File: config.mk
export PLATFORM = sky130hd
export DESIGN_NAME = link_tx_flat
export DESIGN_NICKNAME = d
export VERILOG_FILES = /design/src/rtl/link_tx_pkg.sv /design/src/rtl/link_tx_if.sv /design/src/rtl/link_tx.sv /design/src/flat_wrapper.sv
export SDC_FILE = /design/constraint.sdc
export NUM_CORES = 1
export LEC_CHECK = 0
export CORE_UTILIZATION = 59
export CTS_BUF_LIST = sky130_fd_sc_hd__clkbuf_4
export CTS_CLUSTER_DIAMETER = 100
export DETAILED_ROUTE_END_ITERATION = 10
export PLACE_DENSITY = 0.89
export SYNTH_ARGS = -nofsm -noshare
export SYNTH_HDL_FRONTEND = slang
export SYNTH_SLANG_ARGS = --single-unit
File: constraint.sdc
create_clock -name clk_pixel_in -period 3.41 [get_ports clk_pixel_in]
set_clock_uncertainty 0.2 [all_clocks]
set_input_delay 0.682 -clock clk_pixel_in [delete_from_list [all_inputs] [get_ports clk_pixel_in]]
set_output_delay 0.682 -clock clk_pixel_in [all_outputs]
set_load 0.01 [all_outputs]
File: src/rtl/link_tx_pkg.sv
// ============================================================================
// Module      : link_tx_pkg
// Description : Shared types and link constants for the inter-board serial link.
// Revision    : 1.0 - initial release
// ============================================================================
`default_nettype none

package link_tx_pkg;

    // Local player frame; the receive side unpacks the same layout.
    typedef struct packed {
        logic [10:0] pos_x;
        logic [9:0]  pos_y;
        logic [6:0]  anim;
        logic [3:0]  flags;
    } data_t;

    localparam int LINK_CLK_DIV    = 4;
    localparam int LINK_GAP_CYCLES = 8;

    typedef enum logic [2:0] {
        S_IDLE  = 3'd0,
        S_LOW   = 3'd1,
        S_HIGH  = 3'd2,
        S_TRAIL = 3'd3,
        S_GAP   = 3'd4
    } tx_state_t;

endpackage

`default_nettype wire

File: src/rtl/link_tx_if.sv
// ============================================================================
// Module      : link_tx_if
// Description : Word-in handshake plus three-wire serial link of link_tx.
// Revision    : 1.0 - initial release
// ============================================================================
`default_nettype none

interface link_tx_if
    import link_tx_pkg::*;
#(
    parameter int DATA_WIDTH = $bits(data_t)
) ();

    logic [DATA_WIDTH-1:0] data_in;
    logic                  data_valid_in;
    logic                  ready_out;
    logic                  data_out;
    logic                  data_clk_out;
    logic                  sel_out;
    logic                  done_out;
    logic                  overwrite_out;

    // Upstream producer of words; also observes the link.
    modport master (
        output data_in,
        output data_valid_in,
        input  ready_out,
        input  data_out,
        input  data_clk_out,
        input  sel_out,
        input  done_out,
        input  overwrite_out
    );

    // The serializer itself.
    modport slave (
        input  data_in,
        input  data_valid_in,
        output ready_out,
        output data_out,
        output data_clk_out,
        output sel_out,
        output done_out,
        output overwrite_out
    );

endinterface

`default_nettype wire

File: src/rtl/link_tx.sv
// ============================================================================
// Module      : link_tx
// Description : Serializes the freshest local frame MSB-first onto the link.
// Revision    : 1.0 - initial release
// ============================================================================
`default_nettype none

module link_tx
    import link_tx_pkg::*;
#(
    parameter int DATA_WIDTH = $bits(data_t),
    parameter int CLK_DIV    = LINK_CLK_DIV,
    parameter int GAP_CYCLES = LINK_GAP_CYCLES
) (
    input  wire logic clk_pixel_in,
    input  wire logic rst_in,
    link_tx_if.slave  link
);

    localparam int c_hw = $clog2(CLK_DIV);
    localparam int c_bw = $clog2(DATA_WIDTH);
    localparam int c_gw = $clog2(GAP_CYCLES + 1);

    localparam logic [c_hw-1:0] c_half_last = c_hw'(CLK_DIV - 1);
    localparam logic [c_bw-1:0] c_bit_last  = c_bw'(DATA_WIDTH - 1);
    localparam logic [c_gw-1:0] c_gap_last  = c_gw'(GAP_CYCLES - 1);

    tx_state_t             r_state,      w_state_nxt;
    logic [c_hw-1:0]       r_half_cnt,   w_half_nxt;
    logic [c_bw-1:0]       r_bit_cnt,    w_bit_nxt;
    logic [c_gw-1:0]       r_gap_cnt,    w_gap_nxt;
    logic [DATA_WIDTH-1:0] r_shift,      w_shift_nxt;
    logic [DATA_WIDTH-1:0] r_pend_data,  w_pend_data_nxt;
    logic                  r_pend_valid, w_pend_valid_nxt;
    logic                  r_sel,        w_sel_nxt;
    logic                  r_dclk,       w_dclk_nxt;
    logic                  r_ready,      w_ready_nxt;
    logic                  r_done,       w_done_nxt;
    logic                  r_ovw,        w_ovw_nxt;

    always_ff @(posedge clk_pixel_in or posedge rst_in) begin
        if (rst_in) begin
            r_state      <= S_IDLE;
            r_half_cnt   <= '0;
            r_bit_cnt    <= '0;
            r_gap_cnt    <= '0;
            r_shift      <= '0;
            r_pend_data  <= '0;
            r_pend_valid <= 1'b0;
            r_sel        <= 1'b1;
            r_dclk       <= 1'b0;
            r_ready      <= 1'b1;
            r_done       <= 1'b0;
            r_ovw        <= 1'b0;
        end else begin
            r_state      <= w_state_nxt;
            r_half_cnt   <= w_half_nxt;
            r_bit_cnt    <= w_bit_nxt;
            r_gap_cnt    <= w_gap_nxt;
            r_shift      <= w_shift_nxt;
            r_pend_data  <= w_pend_data_nxt;
            r_pend_valid <= w_pend_valid_nxt;
            r_sel        <= w_sel_nxt;
            r_dclk       <= w_dclk_nxt;
            r_ready      <= w_ready_nxt;
            r_done       <= w_done_nxt;
            r_ovw        <= w_ovw_nxt;
        end
    end

    always_comb begin
        w_state_nxt      = r_state;
        w_half_nxt       = r_half_cnt;
        w_bit_nxt        = r_bit_cnt;
        w_gap_nxt        = r_gap_cnt;
        w_shift_nxt      = r_shift;
        w_pend_data_nxt  = r_pend_data;
        w_pend_valid_nxt = r_pend_valid;
        w_sel_nxt        = r_sel;
        w_dclk_nxt       = r_dclk;
        w_done_nxt       = 1'b0;
        w_ovw_nxt        = 1'b0;

        // Any strobe while busy lands in the pending slot; the shift register is untouched.
        if (r_state != S_IDLE && link.data_valid_in) begin
            w_pend_data_nxt  = link.data_in;
            w_pend_valid_nxt = 1'b1;
            w_ovw_nxt        = r_pend_valid;
        end

        case (r_state)
            S_IDLE: begin
                if (link.data_valid_in) begin
                    w_state_nxt = S_LOW;
                    w_shift_nxt = link.data_in;
                    w_half_nxt  = '0;
                    w_bit_nxt   = '0;
                    w_sel_nxt   = 1'b0;
                    w_dclk_nxt  = 1'b0;
                end
            end
            S_LOW: begin
                if (r_half_cnt == c_half_last) begin
                    w_state_nxt = S_HIGH;
                    w_half_nxt  = '0;
                    w_dclk_nxt  = 1'b1;
                end else begin
                    w_half_nxt = r_half_cnt + c_hw'(1);
                end
            end
            S_HIGH: begin
                if (r_half_cnt == c_half_last) begin
                    w_half_nxt = '0;
                    w_dclk_nxt = 1'b0;
                    if (r_bit_cnt == c_bit_last) begin
                        w_state_nxt = S_TRAIL;
                        w_bit_nxt   = '0;
                    end else begin
                        // Shift on the falling edge so data settles during the low phase.
                        w_state_nxt = S_LOW;
                        w_bit_nxt   = r_bit_cnt + c_bw'(1);
                        w_shift_nxt = {r_shift[DATA_WIDTH-2:0], 1'b0};
                    end
                end else begin
                    w_half_nxt = r_half_cnt + c_hw'(1);
                end
            end
            S_TRAIL: begin
                if (r_half_cnt == c_half_last) begin
                    w_state_nxt = S_GAP;
                    w_half_nxt  = '0;
                    w_gap_nxt   = '0;
                    w_sel_nxt   = 1'b1;
                    w_done_nxt  = 1'b1;
                end else begin
                    w_half_nxt = r_half_cnt + c_hw'(1);
                end
            end
            S_GAP: begin
                if (r_gap_cnt == c_gap_last) begin
                    w_gap_nxt = '0;
                    if (link.data_valid_in || r_pend_valid) begin
                        // A strobe on the exit cycle is fresher than the pending word.
                        w_state_nxt      = S_LOW;
                        w_shift_nxt      = link.data_valid_in ? link.data_in : r_pend_data;
                        w_pend_valid_nxt = 1'b0;
                        w_half_nxt       = '0;
                        w_bit_nxt        = '0;
                        w_sel_nxt        = 1'b0;
                        w_dclk_nxt       = 1'b0;
                    end else begin
                        w_state_nxt = S_IDLE;
                    end
                end else begin
                    w_gap_nxt = r_gap_cnt + c_gw'(1);
                end
            end
            default: begin
                w_state_nxt = S_IDLE;
                w_sel_nxt   = 1'b1;
                w_dclk_nxt  = 1'b0;
            end
        endcase

        w_ready_nxt = (w_state_nxt == S_IDLE);
    end

    assign link.ready_out     = r_ready;
    assign link.data_out      = r_shift[DATA_WIDTH-1];
    assign link.data_clk_out  = r_dclk;
    assign link.sel_out       = r_sel;
    assign link.done_out      = r_done;
    assign link.overwrite_out = r_ovw;

endmodule

`default_nettype wire

File: src/flat_wrapper.sv
// flat-port wrapper written by rule: the top's interface ports become plain ports
module link_tx_flat import link_tx_pkg::*;
#(
    parameter int DATA_WIDTH = $bits(data_t),
    parameter int CLK_DIV    = LINK_CLK_DIV,
    parameter int GAP_CYCLES = LINK_GAP_CYCLES
)
  (clk_pixel_in, rst_in, link_data_in, link_data_valid_in, link_ready_out, link_data_out, link_data_clk_out, link_sel_out, link_done_out, link_overwrite_out);
  link_tx_if #(.DATA_WIDTH(DATA_WIDTH)) link_i ();
  input  wire logic clk_pixel_in;
  input  wire logic rst_in;
  input wire logic [$bits(link_i.data_in)-1:0] link_data_in;
  input wire logic [$bits(link_i.data_valid_in)-1:0] link_data_valid_in;
  output wire logic [$bits(link_i.ready_out)-1:0] link_ready_out;
  output wire logic [$bits(link_i.data_out)-1:0] link_data_out;
  output wire logic [$bits(link_i.data_clk_out)-1:0] link_data_clk_out;
  output wire logic [$bits(link_i.sel_out)-1:0] link_sel_out;
  output wire logic [$bits(link_i.done_out)-1:0] link_done_out;
  output wire logic [$bits(link_i.overwrite_out)-1:0] link_overwrite_out;
  assign link_i.data_in = link_data_in;
  assign link_i.data_valid_in = link_data_valid_in;
  assign link_ready_out = link_i.ready_out;
  assign link_data_out = link_i.data_out;
  assign link_data_clk_out = link_i.data_clk_out;
  assign link_sel_out = link_i.sel_out;
  assign link_done_out = link_i.done_out;
  assign link_overwrite_out = link_i.overwrite_out;
  link_tx #(.DATA_WIDTH(DATA_WIDTH), .CLK_DIV(CLK_DIV), .GAP_CYCLES(GAP_CYCLES)) u_core (.clk_pixel_in(clk_pixel_in), .rst_in(rst_in), .link(link_i));
endmodule
==> impl_metrics.py, run 1 <==
metrics = {
    "clock_tree": {
        "clock_sinks": 84,
        "clockRootBuffer": "clkbuf_4",
        "cts_buffer_depth": 2,
        "clock_tree.htree_level_count": 3,
        "tritoncts": "built",
        "cts_buffers": 9,
        "hold_buffers": 0,
        "clock_latency_ns": 0.45,
        "path_clk_slew_ns": 0.12,
        "cts.repair.resized": 0,
        "cts_setup_buffers": 0,
    },
    "yosys": {
        "yosys_register_bits": 84,
        "synth_seq_area_share_pct": 51.44,
        "synth_top_area_cell": "dfrtp_1",
        "synthArstFlopShare_pct": 100.0,
        "yosys_warnings": 0,
        "synth_top_cells_by_area": "dfrtp_1 50%, mux2i_1 8.1%, mux2_2 8.0%",
        "synth_area_mm2": 0.004091,
        "synth_edf_count": 0,
        "synth_top_cell_area_share_pct": 50.15,
        "synth_ff_type": "dfrtp_1",
        "synth_fp_nets": 381,
        "syn_area_per_cell_um2": 11.96,
        "synth_cell_type_count": 45,
        "netlist_instances": 342,
    },
    "global_route": {
        "gr-total-overflow": 0,
        "grt_pass1_wl_um": 13250,
        "grt_max_degree": 48,
        "grt_antenna_before_repair": 0,
        "grt_pass1_vias": 2838,
        "grtUsageTotal_pct": 23.57,
    },
    "setup_path": {
        "crit_path_start_kind": "register",
        "cp.arrival_ns": 2.86,
        "path_max_fanout": 17,
        "cp-end-kind": "register",
        "worstSetupStartpoint": "u_core.r_state[0]",
        "rr_startpoint": "u_core.r_state[0]",
        "worstSetupPathType": "register to register",
        "required_ns": 3.56,
    },
    "floorplan": {
        "dieHeight_um": 85.28,
        "initial_core_util_pct": 62.64,
        "core_mm2": 0.006531,
        "dieArea_mm2": 0.007272,
        "die_w_um": 85.28,
        "num_io_pins": 41,
        "num_rows": 29,
    },
    "drt": {
        "num_vias": 2773,
        "drt_pass1_iterations": 5,
        "wl_per_cell_um": 16.50,
        "drt_first_iter_violations": 157,
        "drc": 0,
        "drtAntennaViolNets": 0,
        "wirelength_um": 7638,
        "via_per_inst": 5.989,
    },
    "power_and_ir_drop": {
        "power.density_mw_per_mm2": 408.0,
        "ir_drop_uv": 271.5,
        "p_leak_nw": 2.316,
    },
    "timing": {
        "hold_violations": 0,
        "rsz0062_at_grt": "no",
        "min_period_ns": 2.703,
        "finalSetupViolCount": 0,
        "slew_violations": 0,
        "whs_ns": 0.3150,
        "fmaxAchievable_mhz": 369.9,
        "setup_tns_ns": 0,
        "fin_crit_sh_pct": 79.28,
        "maxSlewHeadroom_pct": 50.15,
        "tightest_slew_ns": 0.7477,
    },
    "job": {
        "drv_cap": 0,
    },
    "worst_hold_path": {
        "hold_path.class": "register to register",
        "hold_start": "u_core.r_pend_data[6]",
    },
    "placement": {
        "post_dp_cell_area_mm2": 0.004517,
        "post-dp-hpwl_um": 4977,
        "gp_congestion": 0.7801,
        "portBuffers": 40,
    },
    "run_status": {
        "outcome": "finished, final reports clean",
    },
    "final_layout": {
        "nNetsFinal": 420,
        "area_delta_synth_final_pct": 14.95,
        "diodes": 0,
        "drive_gt1_share_pct": 17.36,
        "design_area_mm2": 0.004703,
    },
}
## layer usage
layer	GRT usage, %	vias up	wire [um]
li1	-	1304	-
met1	31.28	1397	3449
met2	38.20	62	3763
met3	5.642	10	317
met4	8.485	0	108
met5	0	-	0
## layout make-up
type	count	area, um^2
clock buffer	10	75.07
clock inverter	6	111.4
fill	483	1828
inverter	38	143.9
multi-input combinational	201	1707
sequential	84	2105
tap	77	96.34
timing repair buffer	47	465.4
## worst paths after layout
check                                        end  slack (ns)  cells past startpoint
max                           u_core.r_shift[16]        0.71                      5
min                        u_core.r_pend_data[6]        0.31                      1
max reg2reg                   u_core.r_shift[16]        0.71                      5
min reg2reg                u_core.r_pend_data[6]        0.31                      1
max in group asynchronous    u_core.link.sel_out        1.88                      3
min in group asynchronous     u_core.r_shift[17]        0.42                      2
## kinds of logic (layout without fill, tap and decap cells)
logic type	count (synthesis)	count (layout)	share of synthesized area [%]
simple gates	41	41	6.881
buf+inv	57	101	6.911
compound gates	89	89	16.12
mux	67	67	17.43
flops	84	84	51.44
fa+ha+maj	4	4	1.223
## synthesized netlist by cell type (4+ instances only)
| library cell | number |
|---|---|
| ha_1 | 4 |
| mux2i_1 | 33 |
| dfrtp_1 | 82 |
| buf_6 | 4 |
| mux2_2 | 29 |
| mux2_1 | 5 |
| inv_1 | 38 |
| buf_2 | 6 |
| clkbuf_1 | 4 |
| nor2_1 | 9 |
| a22o_1 | 34 |
| a21oi_1 | 37 |
| nand2_1 | 8 |
## stage by stage
step	utilization, %	setup WS [ns]	std cells	power (mW)
CTS	72.01	0.7221	463	1.930
detailed placement	69.16	0.4424	447	1.208
floorplan	-	0.3662	342	1.139
global placement	69.16	0.5255	447	1.201
finish	72.01	0.7066	463	1.919
global route	72.01	0.5233	463	1.987
## registers in the layout, summed over array words and instances (netlist names)
name	count
u_core.link.data_clk_out	1
u_core.r_pend_valid	1
u_core.r_state	3
u_core.r_half_cnt	2
u_core.link.sel_out	1
u_core.link.overwrite_out	1
u_core.r_bit_cnt	5
u_core.r_shift	32
u_core.r_pend_data	32
u_core.link.ready_out	1
u_core.r_gap_cnt	4
u_core.link.done_out	1
## power by group
part	total, mW	internal, mW	switching, mW
logic	0.134	0.0776	0.0561
clock network	0.732	0.381	0.351
registers	1.05	1.03	0.0192
## cells in the final DEF, fill, tap and decap left out, drive strengths merged, types with 2 or more instances in the layout
master,instances
inv,38
dfrtp,82
nand2b,2
mux2,34
buf,7
nor2,9
a311oi,3
a22o,34
nor4b,2
o22ai,3
clkbuf,10
ha,4
a21oi,38
clkinv,2
and3,3
a211o,2
dfstp,2
bufinv,3
mux2i,33
nand3b,3
o21ai,5
nand3,4
nand2,9
nor3b,3
clkdlybuf4s50,40
## worst max-delay path, stage by stage, from the launching register on
cell and delay (ns):
dfrtp_1 0.61, nor2_1 0.58, o221ai_4 0.28, nand3_4 0.31
buf_4 0.36, mux2i_1 0.28
Note: power is estimated with default switching activity, not from simulation.
==> inputs of run 2 (changes only) <==
--- a/config.mk
+++ b/config.mk
@@ -5,11 +5,11 @@
 export SDC_FILE = /design/constraint.sdc
 export NUM_CORES = 1
 export LEC_CHECK = 0
-export CORE_UTILIZATION = 59
+export CORE_UTILIZATION = 53
 export CTS_BUF_LIST = sky130_fd_sc_hd__clkbuf_4
 export CTS_CLUSTER_DIAMETER = 100
 export DETAILED_ROUTE_END_ITERATION = 10
-export PLACE_DENSITY = 0.89
+export PLACE_DENSITY = 0.85
 export SYNTH_ARGS = -nofsm -noshare
 export SYNTH_HDL_FRONTEND = slang
 export SYNTH_SLANG_ARGS = --single-unit
==> constraint.sdc (replaced) <==
create_clock -name clk_pixel_in -period 2.4 [get_ports clk_pixel_in]
set_clock_uncertainty 0.2 [all_clocks]
set_input_delay 0.48 -clock clk_pixel_in [delete_from_list [all_inputs] [get_ports clk_pixel_in]]
set_output_delay 0.48 -clock clk_pixel_in [all_outputs]
set_load 0.01 [all_outputs]
==> run 2 against run 1 <==
Routed wire length increased by 1.6%; global-route usage decreased by 3.2 points; final area increased by 2.2%; sequential share of layout area decreased by 0.94 points; combinational power increased by 48%; critical path depth decreased by 4; register-to-register slack got worse by 0.46 ns; clock power increased by 11%; final cell count increased by 6.7%; via count increased by 0.97%; sequential power increased by 43%; critical path type is now register to primary output; largest power group unchanged.
==> impl_metrics.py, run 2 (same netlist as run 1, synthesis figures left out) <==
metrics = {
    "setup_path": {
        "rr_startpoint": "u_core.r_state[2]",
        "cp.arrival_ns": 1.51,
        "worstSetupPathType": "register to primary output",
        "max_stage_delay_ns": 0.57,
        "crit_chain": "clkdlybuf4s50_1",
        "path_max_fanout": 3,
        "cp_slowest_cell": "dfstp_2",
        "rr_worst_depth": 6,
        "r2r_setup_slack_ns": 0.25,
        "crit_buf_inv": 1,
        "crit_path_start_kind": "register",
        "crit_family": "flip-flops",
        "r2r_end": "u_core.r_shift[30]",
        "cp-end-kind": "primary output",
        "required_ns": 1.72,
    },
    "timing": {
        "setup_tns_ns": 0,
        "rsz0062_at_grt": "no",
        "fmaxAchievable_mhz": 456.3,
        "hold_violations": 0,
        "slew_violations": 0,
        "finalSetupViolCount": 0,
        "fin_crit_sh_pct": 91.32,
        "maxSlewHeadroom_pct": 62.40,
        "whs_ns": 0.1756,
        "tightest_slew_ns": 0.5640,
        "min_period_ns": 2.192,
    },
    "clock_tree": {
        "path_clk_slew_ns": 0.14,
        "cts_setup_buffers": 0,
        "hold_buffers": 0,
        "cts_buffers": 9,
        "tritoncts": "built",
        "clock_tree.htree_level_count": 3,
        "cts.repair.resized": 0,
        "clock_sinks": 84,
        "cts_buffer_depth": 2,
        "clockRootBuffer": "clkbuf_4",
        "clock_latency_ns": 0.41,
    },
    "drt": {
        "drt_first_iter_violations": 175,
        "drt_pass1_iterations": 4,
        "drtAntennaViolNets": 0,
        "drc": 0,
        "num_vias": 2800,
        "wl_per_cell_um": 15.71,
        "via_per_inst": 5.668,
        "wirelength_um": 7759,
    },
    "power_and_ir_drop": {
        "ir_drop_uv": 306.7,
        "finalPower_mw": 2.509,
        "p_leak_nw": 2.359,
        "power.density_mw_per_mm2": 522.2,
    },
    "global_route": {
        "grtUsageTotal_pct": 20.38,
        "grt_pass1_wl_um": 13350,
        "grt_antenna_before_repair": 0,
        "grt_pass1_vias": 2901,
        "gr-total-overflow": 0,
        "grt_max_degree": 41,
    },
    "final_layout": {
        "design_area_mm2": 0.004805,
        "nFillCells": 566,
        "area_delta_synth_final_pct": 17.43,
        "top_regs": "u_core.r_pend_data (32), u_core.r_shift (32), u_core.r_bit_cnt (5)",
        "drive_gt1_share_pct": 18.99,
        "mostFrequentLayoutCells": "82 x dfrtp_1, 40 x clkdlybuf4s50_1, 37 x a21oi_1, 37 x inv_1, 34 x a22o_1",
        "nNetsFinal": 429,
        "final_common_cell": "dfrtp_1",
        "diodes": 0,
    },
    "placement": {
        "post-dp-hpwl_um": 5247,
        "portBuffers": 40,
        "gp_congestion": 0.7544,
        "post_dp_cell_area_mm2": 0.004664,
    },
    "floorplan": {
        "dieHeight_um": 89.86,
        "num_rows": 31,
        "initial_core_util_pct": 55.52,
        "core_mm2": 0.007370,
        "num_io_pins": 41,
        "dieArea_mm2": 0.008075,
        "die_w_um": 89.86,
    },
    "job": {
        "drv_cap": 0,
    },
    "worst_hold_path": {
        "hold_path.class": "input port to asynchronous set/reset pin",
    },
    "run_status": {
        "outcome": "finished, final reports clean",
    },
}
## run 2: cell count changes in the layout (fill, tap and decap cells not counted)
cell and delta:
buf_4 +5, buf_12 +4, clkinv_4 +3, bufinv_16 -2, clkinv_1 +1, clkinv_2 -1
inv_6 -1
## run 2: worst max path at each step
stage / startpoint / endpoint / slack [ns] / cells after the start
floorplan: u_core.r_bit_cnt[0] / u_core.r_bit_cnt[3] / 0.55 / 6
global placement: link_data_valid_in / u_core.r_shift[6] / 0.06 / 6
detailed placement: link_data_valid_in / u_core.r_shift[30] / -0.006 / 6
CTS: u_core.link.sel_out / link_sel_out / 0.19 / 1
global route: u_core.r_state[2] / u_core.r_shift[30] / 0.14 / 6
finish: u_core.link.sel_out / link_sel_out / 0.21 / 1
## run 2: per-stage QoR
step	worst slack [ns]	utilization [%]	std cells
6_report	0.2082	65.20	494
5_1_grt	0.1351	65.20	494
4_1_cts	0.1923	65.20	494
3_5_place_dp	-0.005846	63.29	478
3_3_place_gp	0.06453	63.29	478
2_1_floorplan	0.5483	-	342
## run 2: where the power goes
part / leakage, nW / total (mW) / switching, mW / internal, mW
clock: 0.0780 / 0.813 / 0.482 / 0.330
sequential: 0.936 / 1.50 / 0.0287 / 1.47
combinational: 1.35 / 0.198 / 0.0809 / 0.117
total: 2.36 / 2.51 / 0.592 / 1.92
## run 2: cell type report
type / count / area, um^2 / area share, %
timing repair buffer: 56 / 583.1 / 12.14
tap: 99 / 123.9 / 2.578
clock buffer: 10 / 75.07 / 1.562
sequential: 84 / 2105 / 43.80
inverter: 38 / 146.4 / 3.047
clock inverter: 6 / 65.06 / 1.354
multi-input combinational: 201 / 1707 / 35.52
## run 2: per-layer routing
layer	up-vias	GRT usage [%]	share of wire [%]
li1	1310	-	-
met1	1422	25.93	45
met2	59	35.58	51
met3	9	3.723	3.2
met4	0	6.048	1.0
met5	-	0	0
## run 2: worst reg2reg max path, stage by stage (launching register included)
cell	delay (ns)
dfrtp_1	0.61
nor3b_4	0.33
buf_4	0.22
nand2_1	0.10
nand3_4	0.13
buf_4	0.27
mux2i_1	0.23
